## config.mk

```make
export PLATFORM = sky130hd
export DESIGN_NAME = load_store_unit
export DESIGN_NICKNAME = d
export VERILOG_FILES = /design/src/rtl/load_store_unit.sv
export SDC_FILE = /design/constraint.sdc
export NUM_CORES = 1
export LEC_CHECK = 0
export ABC_AREA = 1
export CAP_MARGIN = 10
export CORE_ASPECT_RATIO = 0.6
export CORE_MARGIN = 1
export CORE_UTILIZATION = 48
export DETAILED_ROUTE_END_ITERATION = 10
export HOLD_SLACK_MARGIN = 0.12
export PLACE_DENSITY_LB_ADDON = 0.25
export SKIP_LAST_GASP = 1
export SYNTH_ARGS = -nofsm -noshare
export SYNTH_HDL_FRONTEND = slang
export SYNTH_SLANG_ARGS = --single-unit
```

## constraint.sdc

```tcl
create_clock -name clk -period 5.7 [get_ports clk]
set_input_delay 1.71 -clock clk [delete_from_list [all_inputs] [get_ports clk]]
set_output_delay 1.71 -clock clk [all_outputs]
set_load 0.005 [all_outputs]
```

## src/rtl/load_store_unit.sv

```systemverilog
// RV32I load/store unit: byte/half/word access through a word-wide data memory.
// Optional MISALIGN_TRAP_EN: misaligned H/W accesses respond with an error.
module load_store_unit (
    input  logic        clk,
    input  logic        rst,
    input  logic        req_valid,
    output logic        req_ready,
    input  logic        req_we,
    input  logic [2:0]  req_funct3,
    input  logic [31:0] req_addr,
    input  logic [31:0] req_wdata,
    output logic        resp_valid,
    output logic [31:0] resp_rdata,
    output logic        resp_err,
    output logic [31:0] mem_addr,
    output logic [31:0] mem_write_data,
    output logic        mem_read,
    output logic        mem_write,
    input  logic [31:0] mem_read_data
);

    typedef enum logic [1:0] {IDLE, RD, WR, RESP} state_t;

    state_t      state;
    logic        we_q;
    logic [2:0]  f3_q;
    logic [31:0] addr_q;
    logic [31:0] wdata_q;
    logic        accept;
    logic        misal;
    logic [7:0]  ld_byte;
    logic [15:0] ld_half;
    logic [31:0] ld_data;
    logic [31:0] st_word;

    assign req_ready = (state == IDLE) && !rst;
    assign accept    = req_valid && req_ready;

    assign mem_read       = (state == RD);
    assign mem_write      = (state == WR);
    assign mem_addr       = (mem_read || mem_write) ? {addr_q[31:2], 2'b00} : 32'd0;
    assign mem_write_data = mem_write ? wdata_q : 32'd0;

`ifdef MISALIGN_TRAP_EN
    always_comb begin
        misal = 1'b0;
        case (req_funct3[1:0])
            2'b00:   misal = 1'b0;
            2'b01:   misal = req_addr[0];
            default: misal = |req_addr[1:0];
        endcase
    end

    logic err_q;
    always_ff @(posedge clk or posedge rst) begin
        if (rst)
            err_q <= 1'b0;
        else if (accept)
            err_q <= misal;
    end
    assign resp_err = err_q;
`else
    assign misal    = 1'b0;
    assign resp_err = 1'b0;
`endif

    // Half lane uses addr[1] only, so addr[0] is ignored for H/HU/SH.
    always_comb begin
        ld_byte = mem_read_data[{addr_q[1:0], 3'b000} +: 8];
        ld_half = addr_q[1] ? mem_read_data[31:16] : mem_read_data[15:0];
        case (f3_q)
            3'b000:  ld_data = {{24{ld_byte[7]}}, ld_byte};
            3'b001:  ld_data = {{16{ld_half[15]}}, ld_half};
            3'b100:  ld_data = {24'd0, ld_byte};
            3'b101:  ld_data = {16'd0, ld_half};
            default: ld_data = mem_read_data;
        endcase
    end

    always_comb begin
        st_word = mem_read_data;
        if (f3_q[1:0] == 2'b00)
            st_word[{addr_q[1:0], 3'b000} +: 8] = wdata_q[7:0];
        else if (f3_q[1:0] == 2'b01)
            st_word[{addr_q[1], 4'b0000} +: 16] = wdata_q[15:0];
    end

    always_ff @(posedge clk or posedge rst) begin
        if (rst) begin
            state      <= IDLE;
            resp_valid <= 1'b0;
            resp_rdata <= 32'd0;
            we_q       <= 1'b0;
            f3_q       <= 3'd0;
            addr_q     <= 32'd0;
            wdata_q    <= 32'd0;
        end else begin
            resp_valid <= 1'b0;
            unique case (state)
                IDLE: begin
                    if (accept) begin
                        we_q    <= req_we;
                        f3_q    <= req_funct3;
                        addr_q  <= req_addr;
                        wdata_q <= req_wdata;
                        if (misal) begin
                            state      <= RESP;
                            resp_valid <= 1'b1;
                            resp_rdata <= 32'd0;
                        end else if (req_we && req_funct3[1]) begin
                            state <= WR;
                        end else begin
                            state <= RD;
                        end
                    end
                end
                RD: begin
                    if (we_q) begin
                        wdata_q <= st_word;
                        state   <= WR;
                    end else begin
                        resp_rdata <= ld_data;
                        resp_valid <= 1'b1;
                        state      <= RESP;
                    end
                end
                WR: begin
                    resp_rdata <= 32'd0;
                    resp_valid <= 1'b1;
                    state      <= RESP;
                end
                RESP: begin
                    state <= IDLE;
                end
            endcase
        end
    end

endmodule

```

==> results.txt <==
Slew Limit Fails - 0
Filler cells - 1276
Synth cell types - 31
Total Wirelength - 21900 µm
Worst Hold End - addr_q[21]
Max_cap viols - 0
Combinational power share - 58.7%
Routability congestion estimate - 0.955
Worst Hold Class - flop to flop
Crit Path Max Fanout - 2
P_leak - 4.83 nW
DRC - 0
Worst slew pin tran - 1030 ps
PD cells - 555 mW/mm²
# nets final - 1322
Clk network pwr share - 13.5%
Post-place setup slack - 1200 ps
Post-synthesis sequential area ratio - 38.3%
Most common cell after layout, fill and taps aside - nand2_1
Initial antenna violation count - 0
Worst EP required - 3990 ps
Nature of the critical path endpoint - primary output
# rows - 33
Mapped cell area - 0.00672 mm²
Post-CTS setup repair buffer count - 0
Clock skew - 9.88 ps
Final period utilization - 78.9%
Min Tclk post-route - 4500 ps
Setup-failing EPs final - 0
First-pass GRT wire length - 34500 µm
Unrepaired setup endpoints after global routing - no
Setup Total Neg Slack - 0 ps
CTS buffer count - 9
Pint - 2.70 mW
Slew Limit Headroom - 31.2%
Post-synthesis cell count - 1050
Outcome - complete, no violations
Synthesized area per cell - 6.40 µm²
Hold WS - 482 ps
ANT cells - 0
Share of cells above drive strength 1 - 4.03%
Sw frac - 46.0%
GRT Total Usage - 30.9%
Worst setup SP type - primary input
Avg WL per Cell - 15.5 µm
Crit path DAT - 2790 ps
Worst vdd ir - 0.000292 V
Largest net degree at the start of global routing - 62
CTS tree - built
Most frequent cells in the layout - nand2_1 (442), clkdlybuf4s50_1 (200), inv_1 (113), nor2_1 (113), dfrtp_1 (103)
Die area - 0.0145 mm²
R2R depth - 9
Area Growth Syn to Fin - 34.3%
Die width - 155 µm
GRT overflow - 0
Max Clock Freq - 0.222 GHz
Overall Power - 5.01 mW
DR vias/cell - 5.17
Core area - 0.0137 mm²
Post-DP HPWL - 16200 µm
Reg power frac - 27.8%
ANT nets after route - 0
FF-to-FF Start - addr_q[1]
WS Path Type - primary input to primary output
H-tree lvl count - 3
Num ports - 204
FF-to-FF End - wdata_q[19]
Final Hold Fails - 0
Number of port buffers - 200
CTS root buffer - clkbuf_16
FF-to-FF setup slack - 2650 ps
Cts repair resizes - 0
Drt pass-1 iters - 5
Switching pwr - 2.30 mW
Final setup margin - 1200 ps
Hold path cells - 2
Initial core utilization - 49.2%
Clk pin slew, worst setup/hold paths - 70 ps
Sink Count - 103
Worst skew pair latency - 350 ps
DR iter-0 viols - 899
Synth warn - 0
Vias in the first global route - 6472
DR vias - 7285
CTS Buffer Depth - 2
Hold_buf cts - 0
Die Ht - 93.7 µm
Yosys reg bits - 103
Hold_sp - addr_q[21]
worst max-delay path, stage by stage:
cell and delay (ps):
clkdlybuf4s50_1 460, nor2_1 120, clkdlybuf4s50_1 500
stage by stage:
stage	cells	cell area [µm²]	util (%)
floorplan	1052	6730	-
global placement	1392	8700	63.6
detailed placement	1392	8700	63.6
CTS	1408	9020	66.0
global route	1408	9020	66.0
finish	1408	9020	66.0
metal layers:
| layer | wire length (µm) | global-route usage (%) | vias to the layer above |
|---|---|---|---|
| li1 | - | - | 3536 |
| met1 | 10500 | 47.8 | 3322 |
| met2 | 8540 | 42.7 | 394 |
| met3 | 2450 | 7.01 | 33 |
| met4 | 378 | 7.92 | 0 |
| met5 | 0 | 0 | - |
state kept, by name, summed over array words and instances (netlist names):
name / flops
resp_valid: 1
state: 2
we_q: 1
f3_q: 3
wdata_q: 32
resp_rdata: 32
addr_q: 32
worst max path at each step:
| stage | startpoint | to | slack [ps] |
|---|---|---|---|
| finish | rst | req_ready | 1200 |
| global route | rst | req_ready | 1140 |
| CTS | rst | req_ready | 1200 |
| detailed placement | rst | req_ready | 1200 |
| global placement | rst | req_ready | 1200 |
| floorplan | rst | wdata_q[16] | 560 |
layout make-up:
| cell class | instances | area [µm²] | share of cell area (%) |
|---|---|---|---|
| Clock buffer | 9 | 225 | 2.50 |
| Clock inverter | 7 | 101 | 1.12 |
| Inverter | 120 | 460 | 5.10 |
| Multi-Input combinational cell | 772 | 3380 | 37.5 |
| Sequential cell | 103 | 2580 | 28.6 |
| Tap cell | 192 | 240 | 2.66 |
| Timing Repair Buffer | 205 | 2040 | 22.6 |
Yosys cell counts, drive strengths merged:
cell | instances | area share, %
clkbuf | 20 | 1.1
nand3 | 78 | 6.6
o22ai | 1 | 0.093
buf | 37 | 3.6
nand2 | 449 | 26
conb | 1 | 0.056
nor2 | 117 | 7.0
clkinv | 1 | 0.056
nor3 | 1 | 0.074
nand4 | 8 | 0.74
inv | 119 | 6.8
o211ai | 7 | 0.78
o221ai | 1 | 0.13
o21ai | 46 | 3.4
ha | 8 | 1.5
dfrtp | 103 | 38
or2 | 4 | 0.37
a21oi | 49 | 3.6
kinds of logic after synthesis:
kind of cell / Yosys count / share of synthesized area [%]
adders and majority gates: 8 / 1.49
AOI/OAI and AO/OA: 104 / 8.08
and+or+nand+nor: 657 / 40.5
DFF: 103 / 38.3
other: 1 / 0.0558
buffers and inverters: 177 / 11.5
power groups by stage:
stage          combinational [mW]  clock (mW)  sequential [mW]
2_1_floorplan                1.90           0             1.26
3_3_place_gp                 2.86           0             1.38
3_5_place_dp                 2.91           0             1.38
4_1_cts                      2.92       0.686             1.38
5_1_grt                      3.29       0.714             1.43
6_report                     2.94       0.677             1.39
No activity file was read; power rests on OpenSTA's default activity.
